[src/rtl/encoder_16to4_stream.sv]
// Streaming mask-to-index encoder: accepts a WIDTH-bit mask and emits the index
// of each set bit, lowest first, one per output handshake, flagging the final one.
module encoder_16to4_stream #(
  parameter int WIDTH = 16,
  parameter int IDX_W = $clog2(WIDTH)
) (
  input  logic             clk,
  input  logic             rst,
  input  logic             in_valid,
  output logic             in_ready,
  input  logic [WIDTH-1:0] in,
  output logic             out_valid,
  input  logic             out_ready,
  output logic [IDX_W-1:0] out,
  output logic             out_last,
  output logic             empty
);

  typedef enum logic {IDLE, EMIT} state_t;

  state_t           state_q, state_d;
  logic [WIDTH-1:0] mask_q, mask_d;
  logic             empty_q, empty_d;
  logic [IDX_W-1:0] low_idx;
  logic [WIDTH-1:0] mask_rest;
  logic             one_left;

  // Scan high to low so the lowest set bit is the one that sticks.
  always_comb begin
    low_idx = '0;
    for (int i = WIDTH - 1; i >= 0; i--)
      if (mask_q[i]) low_idx = IDX_W'(i);
  end

  assign mask_rest = mask_q & (mask_q - WIDTH'(1));
  assign one_left  = (mask_q != '0) && (mask_rest == '0);

  always_comb begin
    state_d   = state_q;
    mask_d    = mask_q;
    empty_d   = 1'b0;
    in_ready  = 1'b0;
    out_valid = 1'b0;
    out       = '0;
    out_last  = 1'b0;
    unique case (state_q)
      IDLE: begin
        in_ready = !rst;
        if (in_valid) begin
          mask_d = in;
          if (in == '0) empty_d = 1'b1;
          else          state_d = EMIT;
        end
      end
      EMIT: begin
        out_valid = 1'b1;
        out       = low_idx;
        out_last  = one_left;
        if (out_ready) begin
          mask_d = mask_rest;
          if (one_left) state_d = IDLE;
        end
      end
      default: state_d = IDLE;
    endcase
  end

  always_ff @(posedge clk) begin
    if (rst) begin
      state_q <= IDLE;
      mask_q  <= '0;
      empty_q <= 1'b0;
    end else begin
      state_q <= state_d;
      mask_q  <= mask_d;
      empty_q <= empty_d;
    end
  end

  assign empty = empty_q;

endmodule
[config.mk]
export PLATFORM = sky130hd
export DESIGN_NAME = encoder_16to4_stream
export DESIGN_NICKNAME = d
export VERILOG_FILES = /design/src/rtl/encoder_16to4_stream.sv
export SDC_FILE = /design/constraint.sdc
export NUM_CORES = 1
export LEC_CHECK = 0
export ABC_AREA = 1
export CORE_ASPECT_RATIO = 0.7
export CORE_MARGIN = 3
export CORE_UTILIZATION = 50
export DETAILED_ROUTE_END_ITERATION = 10
export HOLD_SLACK_MARGIN = 0.08
export PLACE_DENSITY = 0.76
export REMOVE_ABC_BUFFERS = 1
export SYNTH_ARGS = -nofsm -noshare
export SYNTH_HDL_FRONTEND = slang
export SYNTH_SLANG_ARGS = --single-unit
export TNS_END_PERCENT = 20
[constraint.sdc]
create_clock -name clk -period 2.5 [get_ports clk]
set_clock_uncertainty 0.2 [all_clocks]
set_input_delay 0.25 -clock clk [delete_from_list [all_inputs] [get_ports clk]]
set_output_delay 0.25 -clock clk [all_outputs]
set_load 0.05 [all_outputs]
# Word level (Yosys, flattened, before mapping)
# Cells that the tools add are included.
# word_totals
reg_bits	18
latchBits	0
ram_bits	0
romBits	0
in_bits	20
output_inout_bits	8
wordCells	45
mem_count	0
# classes
n_addsub	1
mul	0
div_mod_pow	0
magnitude_cmp	0
n_eq_ne	2
shifts	0
mux	29
bitwise_logic	3
n_reduce_logical	7
# op_table
cell	n
$mux 4	17
$logic_not 16->1	2
$mux 16	2
$pmux 16 s2	1
$and 16x16->16	1
$reduce_bool 16->1	1
$sub 16x1->16 const B	1
$mux 1	8
$ne 2x2->1 const B	2
$reduce_or 3->1	1
$not 1->1	2
$pmux 1 s2	1
$reduce_and 2->1	1
$logic_and 1x1->1	1
$logic_not 1->1	1

# Longest topological paths before layout
# Gate-level depths: netlist of the first run.
# depth
ltp_word	17
depth_mapped	15
ltp_nobuf	15

# Worst setup path before layout of the first run
# OpenSTA, ideal clock, no wires.
# synth_timing
path_kind	flip-flop to output port
startpoint	register state_q
endpoint	output out[3]
arrival_ns	2.707
t_required_ns	2.050
slack_ns	-0.657
stages_incl_launch_ff	5
path_cell_list	dfxtp_1 > buf_2 > inv_2 > clkbuf_1 > nor4_1
# synth_via
elab_chain_len	1
# synth_rtl
element	line	source
from (decl)	21	state_t state_q, state_d;
from (signal assigned)	74	state_q <= state_d;
$mux 4	46	unique case (state_q)
to (decl)	14	output logic [IDX_W-1:0] out,
# No other way between the ends.

# Worst setup path in the final report of the first run
# layout_timing
startpoint	register mask_q[4]
endpoint	output out_last
# layout_via
elab_chain_len	5
# layout_rtl
element	line	source
from (decl)	22	logic [WIDTH-1:0] mask_q, mask_d;
from (signal assigned)	75	mask_q <= mask_d;
$sub 16x1->16	35	assign mask_rest = mask_q & (mask_q - WIDTH'(1));
$and 16x16->16	35	
$logic_not 16->1	36	assign one_left = (mask_q != '0) && (mask_rest == '0);
$logic_and 1x1->1 (*)	36	
$mux 1 (*)	46	
to (decl)	15	output logic out_last,
# Mark *: on every way between the ends. The rest lies on a longest branch, timed or not.

==> results of run 1 <==
final timing paths:
check	to	depth (start not counted)
max	out_last	10
min	mask_q[0]$_SDFFE_PP0P_	2
max reg2reg	mask_q[1]$_SDFFE_PP0P_	7
min reg2reg	mask_q[0]$_SDFFE_PP0P_	2
power groups by stage:
stage	logic (mW)	clock network, mW	registers (mW)
6_report	0.478	0.249	0.363
4_1_cts	0.464	0.244	0.358
3_5_place_dp	0.461	0	0.364
3_3_place_gp	0.456	0	0.361
5_1_grt	0.519	0.263	0.365
2_1_floorplan	0.306	0	0.360
routing by layer:
layer / wire [um] / global-route usage [%] / vias up
met5: 0 / 0 / -
met2: 1820 / 38.4 / 138
met4: 93 / 6.73 / 0
met1: 1810 / 39.6 / 712
li1: - / - / 767
met3: 605 / 7.60 / 13
flip-flops by register name, summed over array words and instances (netlist names):
name and cells:
empty 1, mask_q 16, state_q 1
through the flow:
stage	setup slack (ns)	setup TNS (ns)	utilization (%)	area (um2)
after global placement	0.423	0	71.4	1660
after detailed placement	0.397	0	71.4	1660
after floorplan	-0.699	-1.77	-	1290
after CTS	0.107	0	73.7	1720
final	0.115	0	74.3	1730
after global routing	0.0132	0	74.3	1730
final cells by class:
cell class	instances	area share [%]
timing repair buffer	29	19.2
sequential	18	20.8
multi-input combinational	166	48.2
inverter	28	6.22
tap	32	2.31
clock buffer	4	3.18
synthesized netlist by cell type:
cell / instances / area share [%]
o211ai_1: 10 / 5.7
nand4_1: 3 / 1.4
nand3_1: 7 / 2.6
nor4_1: 5 / 2.4
o21ai_0: 10 / 3.8
o21ai_1: 1 / 0.38
a211oi_1: 1 / 0.57
nor3_2: 1 / 0.76
o21ai_2: 1 / 0.66
nor2_4: 4 / 3.4
clkinv_1: 1 / 0.28
nand3b_1: 2 / 1.1
dfxtp_1: 18 / 27
a21oi_1: 15 / 5.7
a31oi_1: 1 / 0.47
nor2_2: 2 / 0.95
or2_2: 1 / 0.47
o31ai_1: 1 / 0.57
o22ai_1: 2 / 0.95
clkbuf_1: 2 / 0.57
nor3_1: 3 / 1.1
nand2_4: 2 / 1.7
buf_2: 2 / 0.76
inv_2: 4 / 1.1
buf_4: 2 / 1.1
nand2_2: 4 / 1.9
nand2_1: 67 / 19
nor2_1: 23 / 6.5
inv_4: 1 / 0.47
inv_1: 22 / 6.2
cells by family (layout without fill, tap and decap cells):
kind of cell	Yosys count	count (layout)	synth area share [%]
buffers and inverters	34	61	10.6
AO/OA/AOI/OAI	42	42	18.7
AND/OR/NAND/NOR	124	124	43.4
flip-flops	18	18	27.2
repair_timing:
action | in CTS | in global routing
hold endpoints to repair | 0 | 0
buffers inserted | 0 | 0
setup endpoints to repair | 0 | 1
hold buffers | 0 | 0
gates resized for setup | 0 | 4
worst min-delay path, stage by stage (launching register included):
cell and delay, ns:
dfxtp_1 0.36, nand2_1 0.08, a21oi_1 0.05
==> impl_metrics.toml, run 1 <==
[drt]
drcViolationCount = 0
drtAntennaViolNets = 0
wl_per_cell_um = 15.6
viasPerCell = 5.88
drt_wl_total_um = 4330
drt-initial-drc-count = 187
first_pass_iters = 6
vias = 1630

[die]
dieWidth_um = 67.5
fp.dieH_um = 49.0
initial_utilization_pct = 56.8
core_area_um2 = 2330
die_area_um2 = 3310
pin_count = 28
num_rows = 14

[worst_hold_path]
hp-class = "reg2reg"
hold_start = "mask_q[0]$_SDFFE_PP0P_"

[timing]
hold_ws_ns = 0.339
maxSlewHeadroom_pct = 63.1
max_freq_mhz = 419
worst_pin_slew_ns = 0.548
finalSetupViolations = 0
drv_slew = 0
final.min_clock_period_ns = 2.39
period_share_pct = 95.4
final-hold-violation-count = 0
rsz0062_at_grt = "false"

[global_routing]
grt_pass1_vias = 1407
grt_pass1_wl_um = 6790
grt_antenna_before_repair = 0
overflow = 0
track_usage_pct = 27.1
grt_start_max_net_pins = 20

[critical_path]
slowest_stage = "dfxtp_1"
crit_top_cell = "nand2_1"
cp_top_family = "simple AND/OR/NAND/NOR gates"
cp_data_arrival_time_ns = 1.94
critPathMaxFanout = 4
path_class = "reg2out"
r2r_start = "state_q$_SDFF_PP0_"
cp_cell_sequence = "nor2_2 > nand2_2 > nor2_4 > nand2_1 > nand2_1 > nand2_1 > nor3_1 > nand3_1 > nor2_2 > buf_12"
crit_required_ns = 2.05
critPathLaunchType = "flop"
r2r_slack_ns = 0.47
crit_path_max_incr_delay_ns = 0.36
setup.worst_path.end_class = "primary output"
cp_num_buf_inv = 1
startpoint = "mask_q[4]$_SDFFE_PP0P_"

[cts]
numCtsBuffers = 3
root_buffer = "clkbuf_8"
cts_max_level = 1
clk_pin_slew_ns = 0.08
clock_path_buffers = 2
clock_latency_ns = 0.26
cts_tree = "done"
clkSinkCount = 18

[synthesis]
synth_area_um2 = 1320
avgSynthCellArea_um2 = 6.07
ys_types = 30
ys_ff_latch = 18
yosysWarningCount = 0
seq_area_frac_synth_pct = 27.2
synth_cells = 218

[layout]
instances_no_fill = 277
layout.nets = 266
num_antenna_cells = 0
nFillCells = 190
syn2layout_area_growth_pct = 30.8
final_common_cell = "nand2_1"
drive_above_1_share_pct = 14.3
final_cell_mix = "67 x nand2_1, 22 x inv_1, 21 x clkdlybuf4s50_1"
seqCellArea_um2 = 360
multi_input_area_um2 = 835

[pwr]
power_mw = 1.09
total_leakage_power_nw = 0.783
clock_power_share_pct = 22.9
power_switching_mw = 0.454
p_int_mw = 0.637
peakVddDrop_mv = 0.474
comb_power_share_pct = 43.8
swShare_pct = 41.6
seq_power_share_pct = 33.3
p_per_area_nw_per_um2 = 630

[place]
io_buffers = 27
place.gp.congestion = 0.998
placed_cells = 273
dp_hpwl_um = 3310

[run]
drv_cap = 0

[run_status]
status = "finished clean"
No activity file was read; power rests on OpenSTA's default activity.
==> run 2: changes to the inputs <==
--- a/config.mk
+++ b/config.mk
@@ -5,13 +5,13 @@
 export SDC_FILE = /design/constraint.sdc
 export NUM_CORES = 1
 export LEC_CHECK = 0
-export ABC_AREA = 1
+export ABC_AREA = 0
 export CORE_ASPECT_RATIO = 0.7
 export CORE_MARGIN = 3
 export CORE_UTILIZATION = 50
 export DETAILED_ROUTE_END_ITERATION = 10
 export HOLD_SLACK_MARGIN = 0.08
-export PLACE_DENSITY = 0.76
+export PLACE_DENSITY = 0.77
 export REMOVE_ABC_BUFFERS = 1
 export SYNTH_ARGS = -nofsm -noshare
 export SYNTH_HDL_FRONTEND = slang
==> run 2 against run 1 <==
  * The flow now finishes with violations (negative setup slack)
  * Critical path depth decreased by 2
  * Synthesized cell count down 26%
  * Final cell count down 15%
  * Flip-flop and latch count is the same
  * Clock power down 39%
  * Non-clock buffer count is 21 higher
  * First-iteration DRC count increased by 100%
  * Register-to-register slack worse by 0.34 ns
  * Clock-buffer cell count decreased by 1
  * Utilization rose by 2.6 points
  * Wire length up 9.3%
  * Critical path type unchanged
  * Highest routed layer unchanged
==> impl_metrics.toml, run 2 <==
[run_status]
status = "complete, but fails checks"
violations = "negative setup slack"

[die]
die_area_um2 = 3100
dieWidth_um = 65.2
core_area_um2 = 2240
num_rows = 14
fp.dieH_um = 47.5
pin_count = 28
initial_utilization_pct = 54.7

[worst_hold_path]
hold_start = "in[9]"
min_to = "mask_q[9]$_SDFFE_PP0P_"
hp-class = "in2reg"
whs_path_depth = 3

[place]
placed_cells = 227
place_ws_ns = -0.0653
dp_hpwl_um = 3020
io_buffers = 27
place_area_um2 = 1610
place.gp.congestion = 0.945

[global_routing]
grt_start_max_net_pins = 19
grt_antenna_before_repair = 0
grt_pass1_vias = 1374
grt_pass1_wl_um = 6720
track_usage_pct = 28.8
overflow = 0

[synthesis]
ys_ff_latch = 18
synth_cells = 162
synth_top_area_share_pct = 29.4
synthFlopType = "dfxtp_1"
synth_area_leaders = "dfxtp_1 29%, a21oi_1 9.4%, nand2_1 6.7%"
synth.most_common_cell = "a21oi_1"
yosysWarningCount = 0
synth-edff-count = 0
synth_area_um2 = 1230
async_flop_share_pct = 0
yosys.area.top_type = "dfxtp_1"
ys_types = 46
seq_area_frac_synth_pct = 29.4
synth_common_cells = "23 x a21oi_1, 22 x nand2_1, 18 x dfxtp_1, 17 x nor2_1, 8 x o21ai_0"
avgSynthCellArea_um2 = 7.58

[pwr]
total_leakage_power_nw = 0.661
peakVddDrop_mv = 0.338
p_per_area_nw_per_um2 = 532
power_mw = 0.918

[drt]
first_pass_iters = 10
drt-initial-drc-count = 377
viasPerCell = 6.94
drcViolationCount = 0
drt_wl_total_um = 4740
drtAntennaViolNets = 0
vias = 1630
wl_per_cell_um = 20.1

[cts]
cts_max_level = 1
clkSinkCount = 18
root_buffer = "clkbuf_4"
numCtsBuffers = 3
cts_tree = "done"
clock_latency_ns = 0.30
hold_buffers = 0
clk_pin_slew_ns = 0.11
clock_path_buffers = 2

[layout]
regMostFlops = "mask_q"
layout.nets = 225
num_antenna_cells = 0
syn2layout_area_growth_pct = 40.5
drive_above_1_share_pct = 25.1
instances_no_fill = 235
fin_util_pct = 76.9
final_cell_mix = "25 x buf_4, 23 x a21oi_1, 22 x nand2_1"
largest_reg_flops = 16
final_common_cell = "buf_4"
finalInstanceArea_um2 = 1720

[critical_path]
path_class = "reg2out"
critPathLaunchType = "flop"
critPathMaxFanout = 3
r2r_start = "mask_q[2]$_SDFFE_PP0P_"
cp_data_arrival_time_ns = 2.43
rr_endpoint = "mask_q[14]$_SDFFE_PP0P_"
crit_required_ns = 2.05
r2r.worst_path.cells = 8
r2r_slack_ns = 0.13
setup.worst_path.end_class = "primary output"

[timing]
drv_slew = 0
finalSetupViolations = 1
hold_ws_ns = 0.322
max_freq_mhz = 348
maxSlewHeadroom_pct = 64.2
worst_pin_slew_ns = 0.537
final.min_clock_period_ns = 2.88
worst_slack_ns = -0.377
period_share_pct = 115
final-hold-violation-count = 0
rsz0062_at_grt = "true"
setup-tns-final_ns = -0.377

[run]
drv_cap = 0
## run 2: cell count changes after synthesis, sizes merged, moves of 3 or more
cell    before  now
o21ai       12    8
a21oi       15   23
a21boi       0    3
nor4         5    9
o211ai      10    1
nor2        29   17
inv         27    5
o311ai       0    3
clkbuf       2    8
nand2       73   23
## run 2: what timing repair did
item,4_1_cts,5_1_grt
setup buffers,3,2
endpoints found under the setup margin,2,2
pin swaps,5,8
gates resized for setup,5,10
## run 2: area by class of cell
| type | count | area [um2] |
|---|---|---|
| well taps | 32 | 40.0 |
| flip-flops and latches | 18 | 364 |
| repair buffers | 50 | 463 |
| multi-input cells | 127 | 816 |
| inverters | 5 | 18.8 |
| clock buffers | 3 | 22.5 |
| fillers | 169 | 518 |
## run 2: power breakdown
group / leakage, nW / switching (mW) / internal, mW / total [mW]
Combinational: 0.499 / 0.237 / 0.192 / 0.429
Sequential: 0.149 / 0.0308 / 0.307 / 0.337
Clock: 0.0138 / 0.0954 / 0.0562 / 0.152
## run 2: logic make-up after synthesis
group | count (synthesis) | synth area share [%]
and+or+nand+nor | 69 | 30.4
AOI/OAI and AO/OA | 56 | 29.7
DFF | 18 | 29.4
buffers and inverters | 17 | 8.87
muxes | 1 | 0.816
adders and majority gates | 1 | 0.917
## run 2: how the worst max path moves through the flow
stage	from	end	slack, ns	depth (start not counted)
final	mask_q[2]$_SDFFE_PP0P_	out_last	-0.38	8
after global routing	mask_q[2]$_SDFFE_PP0P_	out_last	-0.56	8
after CTS	mask_q[1]$_SDFFE_PP0P_	out_last	-0.31	8
after detailed placement	mask_q[4]$_SDFFE_PP0P_	out_last	-0.07	7
after global placement	mask_q[2]$_SDFFE_PP0P_	out_last	0.05	7
after floorplan	mask_q[2]$_SDFFE_PP0P_	out_last	0.007	6
## run 2: worst max-delay path, stage by stage, from the launching register on
cell and delay (ns):
dfxtp_2 0.36, nor4_4 0.36, buf_4 0.19, nand2_1 0.09, o41ai_2 0.30, o2111ai_2 0.20
nor4b_4 0.30, and2_4 0.20, buf_12 0.13
## run 2: routing by layer
metal | global-route usage (%) | up-vias | wire length [um]
li1 | - | 681 | -
met5 | 0 | - | 0
met4 | 4.55 | 0 | 347
met1 | 39.1 | 708 | 1750
met2 | 46.5 | 178 | 1920
met3 | 9.39 | 63 | 717
